### src/rtl/fu_pkg.sv
// Shared types and default latencies for the functional-unit scheduler.
package fu_pkg;

  typedef enum logic [1:0] {
    FuAlu = 2'd0,
    FuMul = 2'd1,
    FuDiv = 2'd2
  } fu_class_t;

  localparam int unsigned CdbWidth = 2;
  localparam int unsigned AluLat   = 1;
  localparam int unsigned MulLat   = 4;
  localparam int unsigned DivLat   = 16;
  localparam int unsigned Horizon  = 16;

  localparam int unsigned CdbCntW = $clog2(CdbWidth + 1);
  typedef logic [CdbCntW-1:0] cdb_cnt_t;

endpackage

### src/rtl/cdb_resv.sv
// CDB reservation shift table: per-offset port counts, shifted every cycle.
module cdb_resv #(
  parameter int unsigned CDB_WIDTH = 2,
  parameter int unsigned HORIZON   = 16,
  localparam int unsigned CW       = $clog2(CDB_WIDTH + 1)
) (
  input  logic                  clock,
  input  logic                  reset,
  input  logic [HORIZON*CW-1:0] claim,
  output logic [HORIZON*CW-1:0] lookup,
  output logic [CW-1:0]         head
);

  // resv_q[i] counts ports taken i cycles from now; lookup field i (offset i+1)
  // is the shifted view, i.e. ports taken i+1 cycles from now.
  logic [CW-1:0] resv_q [HORIZON];

  assign head = resv_q[0];

  always_comb begin
    lookup = '0;
    for (int i = 0; i < HORIZON - 1; i++) begin
      lookup[i*CW +: CW] = resv_q[i+1];
    end
  end

  always_ff @(posedge clock) begin
    for (int i = 0; i < HORIZON; i++) begin
      if (reset) begin
        resv_q[i] <= '0;
      end else begin
        resv_q[i] <= lookup[i*CW +: CW] + claim[i*CW +: CW];
      end
    end
  end

endmodule

### src/rtl/fu_scheduler.sv
// FU scheduler: issue availability per class, divider occupancy, CDB slot
// reservation and leftover-bandwidth grant for the memory unit.
module fu_scheduler
  import fu_pkg::*;
#(
  parameter int unsigned CDB_WIDTH = CdbWidth,
  parameter int unsigned ALU_LAT   = AluLat,
  parameter int unsigned MUL_LAT   = MulLat,
  parameter int unsigned DIV_LAT   = DivLat,
  parameter int unsigned HORIZON   = Horizon,
  localparam int unsigned CW       = $clog2(CDB_WIDTH + 1)
) (
  input  logic          clock,
  input  logic          reset,
  output logic [2:0]    avail,
  input  logic [2:0]    issue_valid,
  input  logic          flush,
  input  logic          mem_req,
  output logic          mem_grant,
  output logic [CW-1:0] cdb_used,
  output logic          div_busy
);

  localparam int unsigned DCW = $clog2(DIV_LAT + 1);

  logic [HORIZON*CW-1:0] claim;
  logic [HORIZON*CW-1:0] lookup;
  logic [DCW-1:0]        div_cnt;
  logic [2:0]            go;
  int unsigned           lvl_alu, lvl_mul, lvl_div;

  assign go       = issue_valid & {3{~flush}};
  assign div_busy = (div_cnt != '0);

  // Fixed priority ALU > MUL > DIV: each level sees higher-priority claims.
  always_comb begin
    lvl_alu = 32'(lookup[(ALU_LAT-1)*CW +: CW]);
    lvl_mul = 32'(lookup[(MUL_LAT-1)*CW +: CW])
            + 32'(go[FuAlu] && (ALU_LAT == MUL_LAT));
    lvl_div = 32'(lookup[(DIV_LAT-1)*CW +: CW])
            + 32'(go[FuAlu] && (ALU_LAT == DIV_LAT))
            + 32'(go[FuMul] && (MUL_LAT == DIV_LAT));

    avail        = '0;
    avail[FuAlu] = (lvl_alu < CDB_WIDTH);
    avail[FuMul] = (lvl_mul < CDB_WIDTH);
    avail[FuDiv] = !div_busy && (lvl_div < CDB_WIDTH);

    claim = '0;
    claim[(ALU_LAT-1)*CW +: CW] = claim[(ALU_LAT-1)*CW +: CW] + CW'(go[FuAlu]);
    claim[(MUL_LAT-1)*CW +: CW] = claim[(MUL_LAT-1)*CW +: CW] + CW'(go[FuMul]);
    claim[(DIV_LAT-1)*CW +: CW] = claim[(DIV_LAT-1)*CW +: CW] + CW'(go[FuDiv]);
  end

  cdb_resv #(
    .CDB_WIDTH (CDB_WIDTH),
    .HORIZON   (HORIZON)
  ) u_cdb_resv (
    .clock  (clock),
    .reset  (reset),
    .claim  (claim),
    .lookup (lookup),
    .head   (cdb_used)
  );

  assign mem_grant = mem_req && (32'(cdb_used) < CDB_WIDTH);

  always_ff @(posedge clock) begin
    if (reset || flush) begin
      div_cnt <= '0;
    end else if (go[FuDiv]) begin
      div_cnt <= DCW'(DIV_LAT - 1);
    end else if (div_busy) begin
      div_cnt <= div_cnt - 1'b1;
    end
  end

  always_ff @(posedge clock) begin
    if (!reset) begin
      assert ((go & ~avail) == 3'b000);
    end
  end

endmodule

### config.mk
export PLATFORM = sky130hd
export DESIGN_NAME = fu_scheduler
export DESIGN_NICKNAME = d
export VERILOG_FILES = /design/src/rtl/fu_pkg.sv /design/src/rtl/cdb_resv.sv /design/src/rtl/fu_scheduler.sv
export SDC_FILE = /design/constraint.sdc
export NUM_CORES = 1
export LEC_CHECK = 0
export BUFFER_PORTS_ARGS = -buffer_cell sky130_fd_sc_hd__buf_2
export CAP_MARGIN = 20
export CELL_PAD_IN_SITES_DETAIL_PLACEMENT = 0
export CELL_PAD_IN_SITES_GLOBAL_PLACEMENT = 1
export CORE_MARGIN = 2
export CORE_UTILIZATION = 35
export CTS_BUF_LIST = sky130_fd_sc_hd__clkbuf_4 sky130_fd_sc_hd__clkbuf_8
export DETAILED_ROUTE_END_ITERATION = 16
export PLACE_DENSITY_LB_ADDON = 0.1
export SLEW_MARGIN = 0
export SYNTH_ARGS = -nofsm -noshare
export SYNTH_HDL_FRONTEND = slang
export SYNTH_SLANG_ARGS = --single-unit
### constraint.sdc
create_clock -name clock -period 2.7 [get_ports clock]
set_input_delay 0.27 -clock clock [delete_from_list [all_inputs] [get_ports clock]]
set_output_delay 0.27 -clock clock [all_outputs]
set_load 0.1 [all_outputs]
After elaboration in Yosys (flattened, before gate mapping)
Memories as Yosys holds them, arrays and structs flattened. Cells that the tools add are included.

Add/subtract/negate cells: 3. $lt $le $gt $ge: 3. Muxes and demuxes: 21. Bitwise gates (word level): 18. Reductions and logical operators: 6.

Operator list (number): two-way mux 2 bit (16); OR 1 bit (16); two-way mux 4 bit (2); less-than comparator 2 bit (second input constant) (3); nonzero test 5 bit (1); subtractor 5 x 1 -> 5 bit (second input constant) (1); adder 2 x 1 -> 2 bit (2); AND 3 bit (1); two-way mux 1 bit (3); nonzero test 2 bit (1); OR reduction 2 bit (1); logical AND 1 bit (1); logical NOT 1 bit (1); logical OR 1 bit (1); inverter 1 bit (1).

Bits in registers: 5. Bits in writable memories: 32. Bits of input ports: 7. Output and inout port bits: 7. Memories kept: 1.

Memories: u_cdb_resv.resv_q (depth 16, width 2, read ports 16, clocked after memory_dff 0, wr ports 16, line cdb_resv.sv:16) `logic [CW-1:0] resv_q [HORIZON];`.

Depth between registers and ports, before layout
Gate-level depths: netlist (run 1).

Word-level depth: 4. Gate-level depth with buffers: 5.

Hierarchy
Synthesis (run 1) repeated with hierarchy kept, for this count alone.

Cell total of the unflattened synthesis: 135. Area total of the unflattened synthesis: 1659.1 µm².

Modules (own cells, without submodules): cdb_resv (times used 1, cells each 100, area an instance 1362.6 µm²); fu_scheduler (times used 1, cells each 35, area an instance 296.5 µm²).

Worst setup path before layout (run 1)
OpenSTA, ideal clock, no wires.

Path type: register to output. From: register div_cnt[0]. To: output div_busy. Arrival time: 2586 ps. Required time: 2430 ps. Path slack: -156 ps. Stages on the path, launching flop included: 5. Path buffers: 0. Cells stage by stage: dfxtp_1 inv_1 ha_1 nor4b_4 inv_1.

Longest elaborated chain between the ends: 1.

Ends and longest elaborated chain: start, declared (line fu_scheduler.sv:28) `logic [DCW-1:0] div_cnt;`; start signal, assigned (line fu_scheduler.sv:72) `div_cnt <= DCW'(DIV_LAT - 1);`; start signal, assigned (line fu_scheduler.sv:74) `div_cnt <= div_cnt - 1'b1;`; nonzero test 5 bit (line fu_scheduler.sv:33) `assign div_busy = (div_cnt != '0);`; end, declared (line fu_scheduler.sv:21) `output logic div_busy`.

No other way between the ends.

Final worst setup path (run 1)
From: register div_cnt[1]. To: output avail[2].

Longest elaborated chain between the ends: 2.

Ends and longest elaborated chain: nonzero test 5 bit (line fu_scheduler.sv:33); logical NOT 1 bit (line fu_scheduler.sv:47) `avail[FuDiv] = !div_busy && (lvl_div < CDB_WIDTH);`; end, declared (line fu_scheduler.sv:15) `output logic [2:0] avail,`.

No other way between the ends.

==> flow_summary.toml, run 1 <==
[cells_and_area]
final_area_um2 = 975
fin_nets = 101
final_cell_mix = "dfxtp_1 (24), nor2b_1 (23), buf_2 (12)"
nFillCells = 234
syn_to_final_growth_pct = 14.6
final_common_cell = "dfxtp_1"
final_layout_size_suffix_gt1_share_pct = 23.3
num_antenna_cells = 0

[placed_design]
io_buffers = 12
place_congestion = 0.648
dpl.hpwl_um = 800
place_area_um2 = 945

[clocking]
cts.sinks = 25
clock_latency_ns = 0.31
max-clock-path-buffers = 2
cts_hold_buffers = 0
cts_inserted_buffers = 3
path_clk_slew_ns = 0.12
cts_setup_buffers = 0
cts_tree = "built"
cts_resized = 0
clock-root-buffer = "clkbuf_4"
htreeDepth = 1

[floorplanning]
core_area_um2 = 2250
rows = 17
die_h_um = 53.3
start_util_pct = 37.7
die_w_um = 53.3
io_pins = 14
die_area_um2 = 2840

[routing]
routedWlPerCell_um = 9.42
vias_per_cell = 4.27
antenna_left = 0
drc = 0
dr.pass1.iters = 2
vias = 504
drtIter0Drc = 1
totalWireLength_um = 1110

[worst_setup_path]
cp-end-kind = "primary output"
critical_path_required_ns = 2.43
critPathLaunchType = "flip-flop"
arrival_ns = 1.71
crit_fanout = 5
worstSetupPathType = "reg2out"
worst_r2r_path_depth = 5

[logic_synthesis]
synth_area_um2 = 851
synth-seq-cells = 25
ys_warn_count = 0
synth_area_per_cell_um2 = 11.0
synth_cell_types = 20
synthCells = 77
synth_nets = 87
seq_area_frac_synth_pct = 58.8

[power_and_ir_drop]
p_switching_mw = 0.185
swShare_pct = 27.9
p_seq_share_pct = 57.9
leakage_nw = 0.412
power_density_nw_per_um2 = 678
p_int_mw = 0.476
comb_power_share_pct = 17.0
clkPwrFrac_pct = 25.1
ir_drop_uv = 429

[grt]
grt_util_all_layers_pct = 9.70
grt_max_degree = 22
overflow = 0
antenna_found_initial = 0
grt_pass1_wl_um = 1920
grt_pass1_vias = 420

[timing]
skew_ns = 0.00282
setup_violations = 0
fmax_mhz = 506
finalCriticalPeriod_ns = 1.98
grt_setup_unrepaired = "no"
post-route-period-util_pct = 73.3
hold_violations = 0
holdWs_ns = 0.184
maxSlewViolCount = 0

[worst_hold_path]
worstHoldPathType = "in2reg"
hold_depth = 2

[flow_run]
cap_violations = 0

[run_status]
status = "finished clean"
[area by class of cell]
cell class / instances / area, µm² / share of cell area (%)
sequential: 25 / 502 / 51.5
multi-input combinational: 44 / 329 / 33.8
timing repair buffer: 12 / 60.1 / 6.16
tap: 28 / 35.0 / 3.59
clock buffer: 4 / 30.0 / 3.08
inverter: 5 / 18.8 / 1.93
[kinds of logic after synthesis]
kind of cell / Yosys count / synth area share, %
AOI/OAI and AO/OA: 6 / 5.44
muxes: 1 / 1.18
buffers and inverters: 8 / 3.97
DFF: 25 / 58.8
xor gates and xnor gates: 2 / 2.06
adders and majority gates: 3 / 4.41
and+or+nand+nor: 31 / 23.7
other: 1 / 0.441
[cell usage after synthesis]
| library cell | count | share of area (%) |
|---|---|---|
| a21boi_1 | 1 | 0.88 |
| a21oi_1 | 1 | 0.59 |
| buf_4 | 1 | 0.88 |
| clkbuf_1 | 2 | 0.88 |
| conb_1 | 1 | 0.44 |
| dfxtp_1 | 25 | 59 |
| ha_1 | 3 | 4.4 |
| inv_1 | 5 | 2.2 |
| mux2i_1 | 1 | 1.2 |
| nand3_1 | 1 | 0.59 |
| nor2_1 | 3 | 1.3 |
| nor2b_1 | 23 | 17 |
| nor3_1 | 2 | 1.2 |
| nor3b_1 | 1 | 0.88 |
| nor4b_4 | 1 | 2.8 |
| o211ai_1 | 1 | 0.88 |
| o21a_1 | 1 | 0.88 |
| o311a_1 | 1 | 1.2 |
| o31a_1 | 1 | 1.0 |
| xnor2_1 | 2 | 2.1 |
[critical path, stage by stage (launching register included)]
cell and delay, ns:
dfxtp_2 0.34, inv_2 0.07, ha_4 0.15, nor4b_4 0.33
buf_2 0.50
[path summary, 6_finish.rpt]
kind	slack (ns)	startpoint	end
setup / recovery	0.72	div_cnt[1]	avail[2]
hold reg to reg	0.45	u_cdb_resv.resv_q[14][0]	u_cdb_resv.resv_q[13][0]
setup reg to reg	1.33	div_cnt[1]	div_cnt[2]
hold / removal	0.18	flush	u_cdb_resv.resv_q[15][0]
[routing by layer]
layer	track usage [%]	vias up	part of all wire [%]
met5	0	-	0
met4	2.56	0	0
met3	5.93	0	8.8
met2	13.2	14	39
met1	12.7	220	52
li1	-	270	-
[per-stage QoR]
stage               setup TNS, ns  util, %  std cells  power (mW)  setup slack [ns]
global placement                0     41.9        114       0.503              1.10
finish                          0     43.2        118       0.660             0.722
CTS                             0     43.2        118       0.675             0.700
global route                    0     43.2        118       0.697             0.591
detailed placement              0     41.9        114       0.504              1.07
floorplan                 -0.0854        -         77       0.486           -0.0854
[state kept, by name, indices dropped and copies added, names as in the netlist]
signal             cells
div_cnt                5
u_cdb_resv.resv_q     20
[power groups by stage]
stage / logic (mW) / registers (mW) / clock network (mW)
CTS: 0.113 / 0.383 / 0.179
floorplan: 0.0902 / 0.396 / 0
global route: 0.121 / 0.384 / 0.192
detailed placement: 0.113 / 0.391 / 0
global placement: 0.112 / 0.391 / 0
finish: 0.112 / 0.382 / 0.166
Note: power is estimated with default switching activity, not from simulation.
==> inputs of run 2 (changes only) <==
clock period = 1.9 ns   (was 2.7 ns; I/O delays follow)
==> flow_summary.toml, run 2 (synthesized netlist as in run 1, its figures left out) <==
[run_status]
status = "finished clean"

[worst_setup_path]
crit_chain = "inv_2 -> ha_4 -> nor4b_4 -> inv_1 -> buf_2"
critPathLaunchType = "flip-flop"
crit_path_start = "div_cnt[1]"
arrival_ns = 1.56
cp-end-kind = "primary output"
worstSetupPathType = "reg2out"
worst_r2r_path_depth = 6
r2r_slack_ns = 0.52
reg2reg_from = "div_cnt[1]"
cpMaxStageDelayCell = "dfxtp_2"
critical_path_required_ns = 1.71
max_stage_delay_ns = 0.35
crit_fanout = 5
worst_r2r_endpoint = "div_cnt[1]"

[worst_hold_path]
hold_depth = 2
min_from = "flush"
hold_end = "u_cdb_resv.resv_q[15][0]"
worstHoldPathType = "in2reg"

[cells_and_area]
final_cell_mix = "dfxtp_1 (24), nor2b_1 (22), buf_2 (11)"
fin_util_pct = 44.1
syn_to_final_growth_pct = 16.9
fin_nets = 103
final_common_cell = "dfxtp_1"
top_register = "u_cdb_resv.resv_q"
final_layout_size_suffix_gt1_share_pct = 26.1
seqCellArea_um2 = 502
nFillCells = 239
largest_reg_flops = 20
multi_input_area_um2 = 332
top_regs = "u_cdb_resv.resv_q (20), div_cnt (5)"
num_antenna_cells = 0
final_area_um2 = 995

[clocking]
cts_inserted_buffers = 3
htreeDepth = 1
max-clock-path-buffers = 2
path_clk_slew_ns = 0.13
cts.sinks = 25
clock_latency_ns = 0.32
cts_tree = "built"
clock-root-buffer = "clkbuf_4"

[routing]
routedWlPerCell_um = 10.4
drtIter0Drc = 3
dr.pass1.iters = 2
antenna_left = 0
vias = 539
vias_per_cell = 4.49
totalWireLength_um = 1250
drc = 0

[floorplanning]
rows = 17
die_h_um = 53.3
die_w_um = 53.3
die_area_um2 = 2840
core_area_um2 = 2250
io_pins = 14
start_util_pct = 37.7

[grt]
grt_pass1_vias = 535
grt_max_degree = 22
busiest_layer = "met2"
grt_util_all_layers_pct = 11.8
grt_pass1_wl_um = 2290
use_met1_pct = 15.6
antenna_found_initial = 0
met3_usage_pct = 3.39
met2_usage_pct = 15.8
overflow = 0

[placed_design]
io_buffers = 12
place_congestion = 0.770
dpl.hpwl_um = 840
place_area_um2 = 947

[timing]
fmax_mhz = 572
holdWs_ns = 0.0928
finalCriticalPeriod_ns = 1.75
maxSlewViolCount = 0
hold_violations = 0
setup_violations = 0
grt_setup_unrepaired = "no"
post-route-period-util_pct = 92.0
fin_setup_tns_ns = 0
skew_ns = 0.00275

[flow_run]
cap_violations = 0

[power_and_ir_drop]
power_density_nw_per_um2 = 962
ir_drop_uv = 541
leakage_nw = 0.419
[run 2: layout make-up]
cell class | count | share of cell area, %
Clock inverter | 1 | 0.755
Multi-Input combinational cell | 44 | 33.3
Timing Repair Buffer | 14 | 7.80
Tap cell | 28 | 3.52
Sequential cell | 25 | 50.4
Inverter | 5 | 1.89
Clock buffer | 3 | 2.26
[run 2: worst max path at each step]
stage                          end  slack, ns
after global placement    avail[2]       0.39
final                     div_busy       0.15
after floorplan           div_busy      -0.81
after CTS                 div_busy       0.08
after detailed placement  avail[2]       0.34
after global routing      div_busy       0.05
[run 2: timing repair]
| item | in CTS | in global routing |
|---|---|---|
| gates cloned | 0 | 0 |
| hold buffers | 0 | 0 |
| endpoints found under the setup margin | 1 | 1 |
| buffers inserted | 0 | 2 |
| resized for setup | 1 | 0 |
[run 2: per-stage QoR]
stage	cells	power, mW	worst slack, ns
final	120	0.957	0.153
after CTS	118	0.962	0.0794
after detailed placement	114	0.716	0.339
after global routing	120	1.01	0.0541
after global placement	114	0.716	0.389
after floorplan	77	0.691	-0.805
[run 2: critical path, delay by kind of cell, from the launching register on]
family	cells	cell delay (ns)
simple gates	1	0.30
flops	1	0.35
buf+inv	3	0.45
fa+ha+maj	1	0.15
[run 2: per-layer routing]
metal	wire (µm)	part of all wire (%)
met5	0	0
met4	30	2.4
met3	85	6.8
met2	469	37
met1	667	53
[run 2: report_power, final]
| part | leakage (nW) | internal, mW | switching (mW) |
|---|---|---|---|
| sequential | 0.203 | 0.536 | 0.00798 |
| clock | 0.0139 | 0.0804 | 0.161 |
| combinational | 0.202 | 0.0541 | 0.117 |
